File: src/rtl/dm_access_pkg.sv
// Shared op codes, FSM encoding and op classification helpers for the data-memory access controller.
package dm_access_pkg;

  typedef enum logic [2:0] {
    OP_LW  = 3'd0,
    OP_LB  = 3'd1,
    OP_LBU = 3'd2,
    OP_LH  = 3'd3,
    OP_LHU = 3'd4,
    OP_SW  = 3'd5,
    OP_SB  = 3'd6,
    OP_SH  = 3'd7
  } dm_op_e;

  typedef enum logic [1:0] {
    ST_IDLE = 2'd0,
    ST_ACC0 = 2'd1,
    ST_ACC1 = 2'd2,
    ST_RESP = 2'd3
  } dm_state_e;

  function automatic logic is_store(input dm_op_e op);
    return (op == OP_SW) || (op == OP_SB) || (op == OP_SH);
  endfunction

  function automatic logic is_half(input dm_op_e op);
    return (op == OP_LH) || (op == OP_LHU) || (op == OP_SH);
  endfunction

  function automatic logic is_word(input dm_op_e op);
    return (op == OP_LW) || (op == OP_SW);
  endfunction

endpackage

File: src/rtl/dm_load_ext.sv
// Load data formatter: turns the captured word / byte pair into the architectural load result.
module dm_load_ext
  import dm_access_pkg::*;
(
  input  dm_op_e      op,
  input  logic [7:0]  byte0,
  input  logic [7:0]  byte1,
  input  logic [31:0] word,
  output logic [31:0] rdata
);

  always_comb begin
    rdata = 32'd0;
    case (op)
      OP_LW:   rdata = word;
      OP_LB:   rdata = {{24{byte0[7]}}, byte0};
      OP_LBU:  rdata = {24'd0, byte0};
      // byte0 came from the lower address, so it is the low half
      OP_LH:   rdata = {{16{byte1[7]}}, byte1, byte0};
      OP_LHU:  rdata = {16'd0, byte1, byte0};
      default: rdata = 32'd0;
    endcase
  end

endmodule

File: src/rtl/dm_access_ctrl.sv
// Load/store sequencer for the 4 KB data memory: checks, issues word/byte accesses, extends loads.
module dm_access_ctrl
  import dm_access_pkg::*;
#(
  parameter int DM_AW       = 10,
  parameter bit CHECK_RANGE = 1'b1
) (
  input  logic             clk,
  input  logic             rst_n,
  input  logic             req_valid,
  output logic             req_ready,
  input  logic [2:0]       req_op,
  input  logic [31:0]      req_addr,
  input  logic [31:0]      req_wdata,
  output logic             rsp_valid,
  output logic [31:0]      rsp_rdata,
  output logic             rsp_err,
  output logic [DM_AW-1:0] dm_addr,
  output logic [31:0]      dm_din,
  output logic             dm_we,
  output logic             dm_bmode,
  output logic [1:0]       dm_bsel,
  input  logic [31:0]      dm_dout
);

  dm_state_e        state_q, state_d;
  dm_op_e           op_q, op_d;
  logic [DM_AW+1:0] addr_q, addr_d;
  logic [31:0]      wdata_q, wdata_d;
  logic [7:0]       b0_q, b0_d, b1_q, b1_d;
  logic [31:0]      word_q, word_d;
  logic             rsp_valid_q, rsp_valid_d;
  logic             rsp_err_q, rsp_err_d;
  logic [31:0]      rsp_rdata_q, rsp_rdata_d;

  dm_op_e      req_op_e;
  logic        req_bad;
  logic [7:0]  ext_b0, ext_b1;
  logic [31:0] ext_word, ext_rdata;

  assign req_op_e = dm_op_e'(req_op);
  assign req_bad  = (is_word(req_op_e) && (req_addr[1:0] != 2'd0))
                  || (is_half(req_op_e) && req_addr[0])
                  || (CHECK_RANGE && ((req_addr >> (DM_AW + 2)) != 32'd0));

  // The byte read in the final access cycle is forwarded so the result is ready on entry to RESP.
  assign ext_b0   = (state_q == ST_ACC0) ? dm_dout[7:0] : b0_q;
  assign ext_b1   = (state_q == ST_ACC1) ? dm_dout[7:0] : b1_q;
  assign ext_word = (state_q == ST_ACC0) ? dm_dout      : word_q;

  dm_load_ext u_load_ext (
    .op    (op_q),
    .byte0 (ext_b0),
    .byte1 (ext_b1),
    .word  (ext_word),
    .rdata (ext_rdata)
  );

  always_comb begin
    state_d     = state_q;
    op_d        = op_q;
    addr_d      = addr_q;
    wdata_d     = wdata_q;
    b0_d        = b0_q;
    b1_d        = b1_q;
    word_d      = word_q;
    rsp_valid_d = 1'b0;
    rsp_err_d   = rsp_err_q;
    rsp_rdata_d = rsp_rdata_q;
    case (state_q)
      ST_IDLE: begin
        if (req_valid) begin
          op_d    = req_op_e;
          addr_d  = req_addr[DM_AW+1:0];
          wdata_d = req_wdata;
          if (req_bad) begin
            state_d     = ST_RESP;
            rsp_valid_d = 1'b1;
            rsp_err_d   = 1'b1;
            rsp_rdata_d = 32'd0;
          end else begin
            state_d = ST_ACC0;
          end
        end
      end
      ST_ACC0: begin
        if (!is_store(op_q)) begin
          word_d = dm_dout;
          b0_d   = dm_dout[7:0];
        end
        if (is_half(op_q)) begin
          state_d = ST_ACC1;
        end else begin
          state_d     = ST_RESP;
          rsp_valid_d = 1'b1;
          rsp_err_d   = 1'b0;
          rsp_rdata_d = is_store(op_q) ? 32'd0 : ext_rdata;
        end
      end
      ST_ACC1: begin
        if (!is_store(op_q)) b1_d = dm_dout[7:0];
        state_d     = ST_RESP;
        rsp_valid_d = 1'b1;
        rsp_err_d   = 1'b0;
        rsp_rdata_d = is_store(op_q) ? 32'd0 : ext_rdata;
      end
      default: state_d = ST_IDLE;
    endcase
  end

  always_ff @(posedge clk or negedge rst_n) begin
    if (!rst_n) begin
      state_q     <= ST_IDLE;
      op_q        <= OP_LW;
      addr_q      <= '0;
      wdata_q     <= '0;
      b0_q        <= '0;
      b1_q        <= '0;
      word_q      <= '0;
      rsp_valid_q <= 1'b0;
      rsp_err_q   <= 1'b0;
      rsp_rdata_q <= '0;
    end else begin
      state_q     <= state_d;
      op_q        <= op_d;
      addr_q      <= addr_d;
      wdata_q     <= wdata_d;
      b0_q        <= b0_d;
      b1_q        <= b1_d;
      word_q      <= word_d;
      rsp_valid_q <= rsp_valid_d;
      rsp_err_q   <= rsp_err_d;
      rsp_rdata_q <= rsp_rdata_d;
    end
  end

  assign req_ready = (state_q == ST_IDLE);
  assign rsp_valid = rsp_valid_q;
  assign rsp_err   = rsp_err_q;
  assign rsp_rdata = rsp_rdata_q;
  assign dm_addr   = addr_q[DM_AW+1:2];

  // Memory port is a pure decode of registered state so reset kills dm_we asynchronously.
  always_comb begin
    dm_we    = 1'b0;
    dm_bmode = 1'b0;
    dm_bsel  = 2'd0;
    dm_din   = 32'd0;
    case (state_q)
      ST_ACC0: begin
        dm_we = is_store(op_q);
        if (is_word(op_q)) begin
          dm_din = wdata_q;
        end else begin
          dm_bmode = 1'b1;
          dm_bsel  = addr_q[1:0];
          dm_din   = {24'd0, wdata_q[7:0]};
        end
      end
      ST_ACC1: begin
        dm_we    = is_store(op_q);
        dm_bmode = 1'b1;
        dm_bsel  = addr_q[1:0] + 2'd1;
        dm_din   = {24'd0, wdata_q[15:8]};
      end
      default: ;
    endcase
  end

endmodule

File: config.mk
export PLATFORM = sky130hd
export DESIGN_NAME = dm_access_ctrl
export DESIGN_NICKNAME = d
export VERILOG_FILES = /design/src/rtl/dm_access_pkg.sv /design/src/rtl/dm_load_ext.sv /design/src/rtl/dm_access_ctrl.sv
export SDC_FILE = /design/constraint.sdc
export NUM_CORES = 1
export LEC_CHECK = 0
export BUFFER_PORTS_ARGS = -buffer_cell sky130_fd_sc_hd__buf_2
export CAP_MARGIN = 20
export CORE_MARGIN = 2
export CORE_UTILIZATION = 52
export DETAILED_ROUTE_END_ITERATION = 12
export PLACE_DENSITY = 0.78
export SYNTH_ARGS = -nofsm -noshare
export SYNTH_HDL_FRONTEND = slang
export SYNTH_SLANG_ARGS = --single-unit
File: constraint.sdc
create_clock -name clk -period 2.8 [get_ports clk]
set_clock_uncertainty 0.1 [all_clocks]
set_input_delay 0.84 -clock clk [delete_from_list [all_inputs] [get_ports clk]]
set_output_delay 0.84 -clock clk [all_outputs]
set_load 0.01 [all_outputs]
==> results <==
- The CTS sink count is around 120.
- The flow ran to the end, and the final reports show no timing, DRC or antenna violations.
- The via count of the first global-routing pass is 4633.
- The number of buffers added to fix hold violations after cts is 0.
- The top flip-flop cell by instance count after synthesis is dfrtp_1.
- The floorplan has 39 rows.
- The total area inside the core boundary comes to 0.0114 mm^2.
- After synthesis, the netlist uses between 40 and 50 different library cells.
- The area growth from synthesis to layout is 28.1%.
- For the pin with the worst max-slew slack, the measured transition is roughly 0.94 ns.
- The total nets after synthesis is 560.
- The number of flops mapped to enable cells by yosys is 0.
- STA puts the critical path data required time at 1.86 ns.
- Yosys instantiated no cell more often than dfrtp_1.
- The logic depth of the worst register-to-register path is 7.
- The max-slew headroom at the worst pin is approximately 37%.
- The number of synthesis warnings is 0.
- The number of nets in the finished design is around 740.
- By area the synthesized netlist is led by dfrtp_1 51%, mux2_2 19%, o2bb2ai_2 7.2%, mux2i_1 4.1%, and2_1 2.5%.
- Hold timing on the final database bottoms out at a slack of 0.291 ns.
- The power per standard cell area is roughly 1300 mW/mm^2.
- The detailed router finished its first iteration with approximately 170 violations.
- Global routing consumed, over all layers together, between 20% and 30% of the routing resources.
- STA classifies the critical path startpoint as a register.
- The initial antenna violation count is 1.
- The met3 wire length is about 1000 um.
- The worst register-to-register path ends at rsp_rdata[6].
- Ranked by instance count, the synthesized netlist is headed by 123 x dfrtp_1, 104 x mux2_2, 29 x o2bb2ai_2, 25 x mux2i_1, 24 x and2_1.
- The number of antenna-violating nets in the routed design is 0.
- The average cell area after synthesis is between 10 and 15 um^2.
- The worst setup slack after placement is ~0.12 ns.
- The layout has 836 filler cells.
- The endpoint kind of the worst setup timing path is a primary output.
- On the worst path, the slowest cell contributes a delay of around 0.38 ns.
- The final-report hold violation count is 0.
- The number of vias per cell after detailed routing is approximately 5.5.
- The full die area is 0.0126 mm^2.
- The placer congestion estimate is approximately 0.78.
- The number of vias in the routed layout is 4305.
- The ratio of cells with drive above 1 in the final layout is approximately three fifths.
- The TritonCTS buffer count is 17.
- The first global-routing pass estimated between 20 and 25 mm of wire.
- The dominant cell type by area after synthesis is dfrtp_1.
- Summing all placed instances gives a cell area of between 0.007 and 0.008 mm^2.
- The cell with the largest stage delay on the worst path is dfrtp_1.
- The clock transition at the register clock pins on the worst setup and hold paths after CTS is approximately 0.060 ns.
- The clock tree from TritonCTS is done.
- Max-cap violations in this run came to 0.
- The horizontal extent of the die is 112 um.
- Setup repair after global routing could not meet its margin everywhere.
- After detailed routing, the wire length on met1 is 6.03 mm.
- The estimated wirelength of the detail-placed design is 9.91 mm.
- The count of buffers added on input and output ports is between 150 and 200.
- Setup slack on the worst reg-to-reg path comes out at between 0.15 and 0.2 ns.
- The buffer depth of the longest clock path is 2.
- In the routed design, unresolved DRC markers number 0.
- The count of pins on the block boundary is 183.
- The finished cells cover 0.00778 mm^2.
- The fmax is between 300 and 400 MHz.
- The clock latency at the later pin of the worst-skew pair is about 0.42 ns.
- The type of the most critical hold path is in2async.
- The total of flip-flops plus latches after synthesis is about 120.
- The final cycle utilization of the critical path is a little over nine tenths.
- Data arrives at the worst endpoint at approximately 1.8 ns.
- The leftover overflow at the end of global routing is 0.
- The top cell type by area accounts for 50.7% of the synthesized area.
- Setup violations remaining at the end of the flow were counted as 0.
- The cell sitting at the root of the clock tree is a clkbuf_16.
- In this run the cell area of the synthesized design comes to approximately 0.0061 mm^2.
- The worst-path maximum fanout is 12.
- The average wire per cell in the routed design is approximately 18 um.
- The analysis attributes to cell leakage a power of roughly 3.7 nW.
- The origin of the critical flop-to-flop path is state_q[1].
- In this run the number of H-tree levels came out at 4.
- The routed wire length is approximately 14 mm.
- Walking the worst path, the cells encountered are inv_2, ha_4, and3_4, buf_8, and2_4, buf_2.
- The portion of the post-synthesis area used by sequential elements is between 50% and 60%.
- Signal routing reaches up to met4.
- The critical path in this run is classified as reg2out.
- In the post-route analysis, the smallest setup slack over all paths is about 0.069 ns.
- The max-slew violation count is 0.
- Before antenna repair, the detailed router went through 4 iterations.
- The pin count of the biggest net entering global routing is 57.
- The share of synthesized flip-flops with an asynchronous set or reset is 100%.
- The height of the chip is ~110 um.
- The worst ir drop on vdd is around 0.00064 V.
- In the synthesized netlist, the number of instances is around 450.
- After detailed routing, the met2 layer carries between 6 and 7 mm of wire.
- After layout, the minimum clock period comes to roughly 2.7 ns.
- Once the floorplan was initialized, standard cells occupied around 53% of the core.
==> layout by cell type (no fill, tap or decap), types with 3 or more instances in the layout <==
| cell | instances |
|---|---|
| mux2i_1 | 25 |
| o2bb2ai_2 | 29 |
| dfrtp_2 | 3 |
| buf_12 | 3 |
| nand2_1 | 7 |
| buf_4 | 15 |
| and2_1 | 21 |
| and2_4 | 3 |
| o221a_2 | 8 |
| clkinvlp_4 | 5 |
| mux2_2 | 104 |
| a22oi_1 | 9 |
| buf_2 | 181 |
| bufinv_16 | 4 |
| inv_2 | 3 |
| nor4_1 | 5 |
| clkbuf_16 | 17 |
| a21oi_1 | 19 |
| clkinv_2 | 4 |
| nor2_1 | 16 |
| dfrtp_1 | 120 |
==> critical path, delay by kind of cell (launching register included) <==
family	cells	cell delay (ns)
buffers and inverters	3	0.36
adder cells (fa/ha/maj)	1	0.28
flip-flops	1	0.38
AND/OR/NAND/NOR	2	0.36
==> per-layer routing <==
metal | vias to the layer above | track usage, %
met5 | - | 0
met4 | 0 | 8.46
met3 | 22 | 7.07
met2 | 149 | 37.7
met1 | 2123 | 29.8
li1 | 2011 | -
==> stage by stage <==
| stage | cells | util [%] | power [mW] | TNS [ns] |
|---|---|---|---|---|
| 2_1_floorplan | 453 | - | 6.38 | 0 |
| 3_3_place_gp | 750 | 61.7 | 7.20 | 0 |
| 6_report | 789 | 68.2 | 9.83 | 0 |
| 3_5_place_dp | 750 | 61.7 | 7.36 | 0 |
| 4_1_cts | 787 | 67.9 | 9.87 | 0 |
| 5_1_grt | 789 | 68.2 | 10.4 | -0.0276 |
==> power breakdown <==
| group | switching, mW | leakage [nW] | internal (mW) | total [mW] |
|---|---|---|---|---|
| clock network | 0.779 | 0.298 | 1.53 | 2.31 |
| registers | 0.464 | 1.50 | 2.59 | 3.05 |
| logic | 2.29 | 1.88 | 2.19 | 4.47 |
| total | 3.53 | 3.67 | 6.30 | 9.83 |
==> cell type report <==
type / count / area [um^2] / area share (%)
sequential: 123 / 3080 / 39.6
multi-input combinational: 284 / 2770 / 35.5
timing repair buffer: 201 / 1100 / 14.2
clock buffer: 20 / 457 / 5.87
tap: 143 / 179 / 2.30
clock inverter: 12 / 170 / 2.19
inverter: 5 / 22.5 / 0.289
antenna: 1 / 2.50 / 0.0321
==> state kept, by name, summed over array words and instances, names as in the netlist <==
signal,flops
rsp_valid,1
word_q,25
b1_q,8
rsp_rdata,32
op_q,3
rsp_err,1
state_q,2
addr_q,12
wdata_q,32
b0_q,7
==> cell families after synthesis <==
| logic type | Yosys count | share of synthesized area, % |
|---|---|---|
| AO/OA/AOI/OAI | 81 | 14.1 |
| XOR/XNOR | 2 | 0.288 |
| adder cells (fa/ha/maj) | 5 | 1.03 |
| AND/OR/NAND/NOR | 67 | 5.87 |
| multiplexers | 129 | 23.4 |
| flip-flops | 123 | 50.7 |
| buffers and inverters | 46 | 4.65 |
==> worst max path at each step <==
stage,from,endpoint,slack (ns)
after global routing,op_q[0],dm_din[19],-0.009
after floorplan,state_q[1],dm_din[0],0.22
after global placement,req_addr[29],rsp_rdata[0],0.23
final,state_q[1],dm_din[20],0.07
after CTS,state_q[1],dm_din[20],0.01
after detailed placement,state_q[1],rsp_rdata[30],0.12
==> timing repair <==
| item | 4_1_cts | 5_1_grt |
|---|---|---|
| endpoints found under the hold margin | 0 | 0 |
| gates cloned | 1 | 0 |
| setup endpoints to repair | 31 | 29 |
| setup buffers | 4 | 1 |
| resized for setup | 9 | 10 |
| pin swaps | 0 | 3 |
Note: power is estimated with default switching activity, not from simulation.
